## src/rtl/bytes_to_bits_if.sv

```systemverilog
// Valid/ready stream bundle for the byte-to-bit flattening stage.
// The slave modport is the stage itself; the master modport is the surrounding logic.
interface bytes_to_bits_if #(
    parameter int N_BYTES = 4
);
    logic                     in_valid_i;
    logic                     in_ready_o;
    logic [N_BYTES-1:0][7:0]  bytes_i;
    logic                     out_valid_o;
    logic                     out_ready_i;
    logic [N_BYTES*8-1:0]     bits_o;

    modport slave (
        input  in_valid_i,
        output in_ready_o,
        input  bytes_i,
        output out_valid_o,
        input  out_ready_i,
        output bits_o
    );

    modport master (
        output in_valid_i,
        input  in_ready_o,
        output bytes_i,
        input  out_valid_o,
        output out_ready_i,
        input  bits_o
    );
endinterface

```

## src/rtl/bytes_to_bits.sv

```systemverilog
// LSB-first byte-array to bit-vector flattening (ML-KEM BytesToBits order) as a
// registered valid/ready stage with a one-entry skid buffer.
module bytes_to_bits #(
    parameter int N_BYTES = 4
) (
    input  logic            clk_i,
    input  logic            rst_i,
    bytes_to_bits_if.slave  bus
);
    localparam int W = N_BYTES * 8;

    logic [W-1:0] w_flat;

    logic [W-1:0] r_out_data;
    logic         r_out_vld;
    logic [W-1:0] r_skid_data;
    logic         r_skid_vld;
    logic         r_in_ready;

    logic [W-1:0] w_out_data_nxt;
    logic         w_out_vld_nxt;
    logic [W-1:0] w_skid_data_nxt;
    logic         w_skid_vld_nxt;
    logic         w_in_ready_nxt;

    logic         w_in_fire;
    logic         w_out_fire;

    // Bit j of byte i lands on flat bit 8*i+j.
    always_comb begin
        w_flat = '0;
        for (int i = 0; i < N_BYTES; i++) begin
            for (int j = 0; j < 8; j++) begin
                w_flat[8*i+j] = bus.bytes_i[i][j];
            end
        end
    end

    assign w_in_fire  = bus.in_valid_i && r_in_ready;
    assign w_out_fire = r_out_vld && bus.out_ready_i;

    always_comb begin
        w_out_data_nxt  = r_out_data;
        w_out_vld_nxt   = r_out_vld;
        w_skid_data_nxt = r_skid_data;
        w_skid_vld_nxt  = r_skid_vld;

        if (!r_out_vld || w_out_fire) begin
            // Output slot frees up: the skid has priority so FIFO order holds.
            // in_ready is low whenever the skid is full, so no input arrives then.
            if (r_skid_vld) begin
                w_out_data_nxt = r_skid_data;
                w_out_vld_nxt  = 1'b1;
                w_skid_vld_nxt = 1'b0;
            end else if (w_in_fire) begin
                w_out_data_nxt = w_flat;
                w_out_vld_nxt  = 1'b1;
            end else begin
                w_out_vld_nxt  = 1'b0;
            end
        end else if (w_in_fire) begin
            w_skid_data_nxt = w_flat;
            w_skid_vld_nxt  = 1'b1;
        end

        w_in_ready_nxt = !w_skid_vld_nxt;
    end

    always_ff @(posedge clk_i) begin
        if (rst_i) begin
            r_out_data  <= '0;
            r_out_vld   <= 1'b0;
            r_skid_data <= '0;
            r_skid_vld  <= 1'b0;
            r_in_ready  <= 1'b0;
        end else begin
            r_out_data  <= w_out_data_nxt;
            r_out_vld   <= w_out_vld_nxt;
            r_skid_data <= w_skid_data_nxt;
            r_skid_vld  <= w_skid_vld_nxt;
            r_in_ready  <= w_in_ready_nxt;
        end
    end

    assign bus.in_ready_o  = r_in_ready;
    assign bus.out_valid_o = r_out_vld;
    assign bus.bits_o      = r_out_data;
endmodule

```

## src/flat_wrapper.sv

```systemverilog
// flat-port wrapper written by rule: the top's interface ports become plain ports
module bytes_to_bits_flat 
#(
    parameter int N_BYTES = 4
)
  (clk_i, rst_i, bus_in_valid_i, bus_in_ready_o, bus_bytes_i, bus_out_valid_o, bus_out_ready_i, bus_bits_o);
  bytes_to_bits_if #(.N_BYTES(N_BYTES)) bus_i ();
  input  logic clk_i;
  input  logic rst_i;
  input wire logic [$bits(bus_i.in_valid_i)-1:0] bus_in_valid_i;
  output wire logic [$bits(bus_i.in_ready_o)-1:0] bus_in_ready_o;
  input wire logic [$bits(bus_i.bytes_i)-1:0] bus_bytes_i;
  output wire logic [$bits(bus_i.out_valid_o)-1:0] bus_out_valid_o;
  input wire logic [$bits(bus_i.out_ready_i)-1:0] bus_out_ready_i;
  output wire logic [$bits(bus_i.bits_o)-1:0] bus_bits_o;
  assign bus_i.in_valid_i = bus_in_valid_i;
  assign bus_in_ready_o = bus_i.in_ready_o;
  assign bus_i.bytes_i = bus_bytes_i;
  assign bus_out_valid_o = bus_i.out_valid_o;
  assign bus_i.out_ready_i = bus_out_ready_i;
  assign bus_bits_o = bus_i.bits_o;
  bytes_to_bits #(.N_BYTES(N_BYTES)) u_core (.clk_i(clk_i), .rst_i(rst_i), .bus(bus_i));
endmodule
```

## config.mk

```make
export PLATFORM = sky130hd
export DESIGN_NAME = bytes_to_bits_flat
export DESIGN_NICKNAME = d
export VERILOG_FILES = /design/src/rtl/bytes_to_bits_if.sv /design/src/rtl/bytes_to_bits.sv /design/src/flat_wrapper.sv
export SDC_FILE = /design/constraint.sdc
export NUM_CORES = 1
export LEC_CHECK = 0
export BUFFER_PORTS_ARGS = -buffer_cell sky130_fd_sc_hd__buf_4
export CAP_MARGIN = 5
export CELL_PAD_IN_SITES_DETAIL_PLACEMENT = 1
export CELL_PAD_IN_SITES_GLOBAL_PLACEMENT = 1
export CORE_ASPECT_RATIO = 1.2
export CORE_MARGIN = 5
export CORE_UTILIZATION = 25
export DETAILED_ROUTE_END_ITERATION = 12
export PLACE_DENSITY_LB_ADDON = 0.05
export SLEW_MARGIN = 20
export SYNTH_ARGS = -nofsm -noshare
export SYNTH_HDL_FRONTEND = slang
export SYNTH_SLANG_ARGS = --single-unit
export TNS_END_PERCENT = 20
```

## constraint.sdc

```tcl
create_clock -name clk_i -period 2.1 [get_ports clk_i]
set_input_delay 0.315 -clock clk_i [delete_from_list [all_inputs] [get_ports clk_i]]
set_output_delay 0.315 -clock clk_i [all_outputs]
set_load 0.02 [all_outputs]
```

* After elaboration in Yosys (flattened, before gate mapping)
Index checks and enable logic that the tools add are counted.
Word-level totals: flip-flop bits (word level) 67, input bits 36, output and inout bits 34, word-level logic and storage cells 20
Operators by class: muxes and demuxes 6, bitwise operators 1, reduce and logical (&&, ||, !) cells 8
Operator list (number):
- 32-bit two-way mux | 2
- 1-bit two-way mux | 4
- 2-bit AND reduction | 2
- 1-bit logical AND | 2
- 1-bit zero test | 2
- 2-bit nonzero test | 1
- 1-bit logical OR | 1
- 1-bit inverter | 1

* Longest topological paths before layout
word-level depth 4, gate-level depth with buffers 6, depth with buffers taken out 3

* Worst setup path before layout
OpenSTA, ideal clock, no wires.
path kind reg2reg, start reg u_core.r_out_vld (netlist: u_core.bus.out_valid_o), end reg u_core.r_out_data[10] (netlist: u_core.bus.bits_o[10]), setup time 0.081 ns, data arrival time 1.220 ns, data required time 2.019 ns, slack 0.799 ns, stages on the path, launching flop included 7, path buffers 3, clock period less this slack 1.301 ns, cells stage by stage dfxtp_1 -> nand2b_1 -> buf_4 -> and2_4 -> buf_6 -> buf_8 -> a211oi_2
Between the ends: word-level cells in the longest chain between the ends 3, elaborated cells on any way between the ends 4, those cells by class reduce/logical (4)
RTL lines:
- from (decl) | line bytes_to_bits.sv:15 | logic r_out_vld;
- from (signal assigned) | line bytes_to_bits.sv:78 | r_out_vld <= w_out_vld_nxt;
- 1-bit zero test / 1-bit logical AND (equally long branches) | line bytes_to_bits.sv:48, bytes_to_bits.sv:40
- 1-bit logical OR (*) | line bytes_to_bits.sv:48 | if (!r_out_vld || w_out_fire) begin
- 2-bit AND reduction (no source line) (*)
- to (signal assigned) | line bytes_to_bits.sv:77 | r_out_data <= w_out_data_nxt;
- to (decl) | line bytes_to_bits.sv:14 | logic [W-1:0] r_out_data;
Every way passes the cells marked *; elsewhere a longest branch is shown, timed or not. A chain may end at the register's enable or synchronous reset.

* Worst setup path in the final report
start reg u_core.r_in_ready (netlist: u_core.bus.in_ready_o), end reg u_core.r_out_data[31] (netlist: u_core.bus.bits_o[31])
Between the ends: word-level cells in the longest chain between the ends 3
RTL lines:
- from (decl) | line bytes_to_bits.sv:18 | logic r_in_ready;
- from (signal assigned) | line bytes_to_bits.sv:81 | r_in_ready <= w_in_ready_nxt;
- 1-bit logical AND | line bytes_to_bits.sv:39 | assign w_in_fire = bus.in_valid_i && r_in_ready;
- 2-bit nonzero test (no source line)
- 2-bit AND reduction (no source line)
No other way between the ends.

==> impl_results.rst <==
.. list-table::
   :header-rows: 1

   * - Metric
     - Value
   * - Result of the run
     - complete, no violations
   * - Share of power burned in registers
     - 44.0%
   * - Final setup violating endpoints
     - 0
   * - Drt via density
     - 4.57
   * - Die W
     - 108 µm
   * - Area of all sequential standard cells
     - 0.00134 mm²
   * - Antenna violations before repair
     - 0
   * - Buffer and inverter count on the worst path
     - 0
   * - Starting density of the core
     - 25.7%
   * - Logic gate share of total power
     - 13.2%
   * - Number of max-capacitance violations reported
     - 0
   * - Compound-Gate Fraction of Synth Area
     - 25.8%
   * - Post-Synth XOR/XNOR Area
     - 0%
   * - Number of distinct library cells after synthesis
     - 19
   * - Yosys warns
     - 0
   * - Sum of negative setup slack
     - 0 ns
   * - Mean routed wirelength per cell
     - 16.4 µm
   * - Crit Path Class
     - reg -> reg
   * - Sum of overflow across all layers after global routing
     - 0
   * - Synthesized flop and latch total
     - 67
   * - Headroom to the max-slew limit
     - 63.2%
   * - Post-Syn Instances
     - 298
   * - Die Area
     - 0.0137 mm²
   * - Area growth, synth to finish
     - 30.5%
   * - Synth Net Count
     - 334
   * - Placed cell area
     - 0.00347 mm²
   * - Tightest hold margin
     - 0.240 ns
   * - Global-route usage over all layers
     - 13.0%
   * - Sum of routed wire length over all layers
     - 8460 µm
   * - Wire length of the first global-routing pass
     - 13600 µm
   * - CTS-repair resized insts
     - 0
   * - Critical path data required time
     - 2.28 ns
   * - Part of the cycle the worst path needs
     - 63.3%
   * - Layout Nets
     - 395
   * - Antenna diode count
     - 0
   * - Post-detailed-route DRC marker count
     - 0
   * - Final Max Tran Viols
     - 0
   * - Setup clock skew after layout
     - 0.00296 ns
   * - Clk Tree Root Cell
     - sky130_fd_sc_hd__clkbuf_16
   * - Std cell rows
     - 42
   * - Syn Std Cell Area
     - 0.00285 mm²
   * - Simple-gate share of the synthesized area
     - 10.0%
   * - Initial DRC count
     - 27
   * - Proportion of synthesized area in mux cells
     - 11.2%
   * - CP delay by family, top
     - simple AND/OR/NAND/NOR gates
   * - Avg Synthesized Cell Area
     - 9.58 µm²
   * - Combinational family with the most area after synthesis
     - compound AO/OA/AOI/OAI gates
   * - Static leakage
     - 1.31 nW
   * - Final GP Congestion
     - 0.646
   * - Sort of element at the end of the critical path
     - flop
   * - Vias
     - 2353
   * - Critical path, cell by cell
     - a21o_4 > and2_4 > a211oi_1
   * - CTS tree
     - built
   * - Final std cell area, no fill
     - 0.00372 mm²
   * - Total CTS buffers
     - 9
   * - Total core area
     - 0.0111 mm²
   * - Clock transition at path regs
     - 0.05 ns
   * - Number of top-level pins
     - 70
   * - Max VDD drop
     - 0.333 mV
   * - Maximum number of pins on one net before global-route repair
     - 37
   * - Share of synthesized area occupied by flip-flops and latches
     - 47.0%
   * - Synth Area in Adders
     - 0%
   * - CTS Hold Bufs
     - 0
   * - Die height
     - 127 µm
   * - Clock Power Share
     - 42.8%
   * - Type of element launching the critical path
     - flop
   * - Largest incremental delay on the critical path
     - 0.50 ns
   * - Clock latency at the later pin of the worst-skew pair
     - 0.33 ns
   * - H-tree depth
     - 3
   * - Number of global-route vias before repair
     - 2492
   * - RSZ-0062 raised after global routing
     - no
   * - Layout cells sized above 1
     - 34.1%
   * - Slew at the pin closest to its max-slew limit
     - 0.552 ns
   * - Fraction of power spent switching nets
     - 25.2%
   * - Placed wire-length estimate
     - 5230 µm
   * - Layout Utilization
     - 33.6%
   * - Buffers inserted by post-CTS timing repair
     - 0
   * - PD cells
     - 832 mW/mm²
   * - Min Clock Period, post-route
     - 1.33 ns
   * - Critical path peak fanout
     - 32
   * - Multi-input combinational cell area
     - 0.00135 mm²
   * - Internal cell power
     - 2.32 mW
   * - Arrival time of the worst setup path
     - 1.51 ns
   * - Clock sinks
     - 67
   * - Port bufs
     - 69
   * - Achievable clock frequency
     - 752 MHz
   * - DRT Pass-1 Iters
     - 4
   * - Cell with the largest stage delay on the worst path
     - sky130_fd_sc_hd__and2_4
   * - Max Root-Sink Buffers
     - 2
   * - Number of antenna-violating nets in the routed design
     - 0
   * - Min-Delay Path Class
     - in -> reg
   * - Fillers
     - 1276
   * - Final Hold Vio Count
     - 0
   * - Switching Power
     - 780 µW
==> kinds of logic (layout without fill, tap and decap cells) <==
family,count (synthesis),after routing
AO/OA/AOI/OAI,99,99
AND/OR/NAND/NOR,71,71
multiplexers,32,32
flip-flops,67,67
buffers and inverters,29,92
==> worst register-to-register path: cells and delay by family, from the launching register on <==
| kind | cells | cell delay (ns) |
|---|---|---|
| flip-flops | 1 | 0.39 |
| AO/OA/AOI/OAI | 2 | 0.29 |
| AND/OR/NAND/NOR | 1 | 0.50 |
==> power by group through the flow <==
stage                     registers, mW  clock network [mW]  logic [mW]
after floorplan                    1.44                   0       0.190
after global placement             1.39                   0       0.413
after detailed placement           1.39                   0       0.420
after CTS                          1.36                1.37       0.420
after global routing               1.37                1.42       0.447
final                              1.36                1.33       0.410
==> registers in the layout, summed over array words and instances (netlist names) <==
signal	count
u_core.bus.bits_o	32
u_core.bus.in_ready_o	1
u_core.bus.out_valid_o	1
u_core.r_skid_data	32
u_core.r_skid_vld	1
==> cells in the final DEF, fill, tap and decap left out, drive strengths merged <==
cell type  instances
nand2             64
and4b              1
buf               79
a21oi             66
nand4b             1
and2               1
nor2               2
dfxtp             67
mux2i             32
clkbuf            13
nand2b             1
a21o               1
a211oi            32
nor3               1
==> through the flow <==
stage | std cells | setup slack, ns | power [mW]
global route | 515 | 0.598 | 3.24
finish | 515 | 0.771 | 3.10
global placement | 502 | 0.716 | 1.80
floorplan | 298 | 0.799 | 1.63
detailed placement | 502 | 0.689 | 1.81
CTS | 515 | 0.729 | 3.16
==> worst paths after layout <==
path                           from                endpoint  slack (ns)  depth (start not counted)
max           u_core.bus.in_ready_o   u_core.bus.bits_o[31]        0.77                          3
min                 bus_bytes_i[26]  u_core.r_skid_data[26]        0.24                          3
min reg2reg  u_core.r_skid_data[10]  u_core.r_skid_data[10]        0.45                          2
max reg2reg   u_core.bus.in_ready_o   u_core.bus.bits_o[31]        0.77                          3
==> cells in the mapped netlist, drive strengths merged <==
cell,n,area [µm²]
nor2,2,7.51
clkbuf,15,56.3
nand2,64,240
nor3,1,5.00
buf,14,114
nand2b,1,6.26
and2,1,8.76
a211oi,32,390
a21oi,66,330
and4b,1,10.0
dfxtp,67,1340
a21o,1,15.0
mux2i,32,320
nand4b,1,8.76
==> metal layers <==
metal / global-route usage, % / share of wire, % / up-vias
li1: - / - / 1164
met1: 16.7 / 47 / 1127
met2: 20.3 / 47 / 52
met3: 3.73 / 4.9 / 10
met4: 5.87 / 1.9 / 0
met5: 0 / 0 / -
==> cell type report <==
cell class,count,share of cell area [%]
multi-input combinational,202,36.1
sequential,67,36.1
tap,154,5.17
timing repair buffer,79,15.9
clock buffer,13,6.72
No activity file was read; power rests on OpenSTA's default activity.
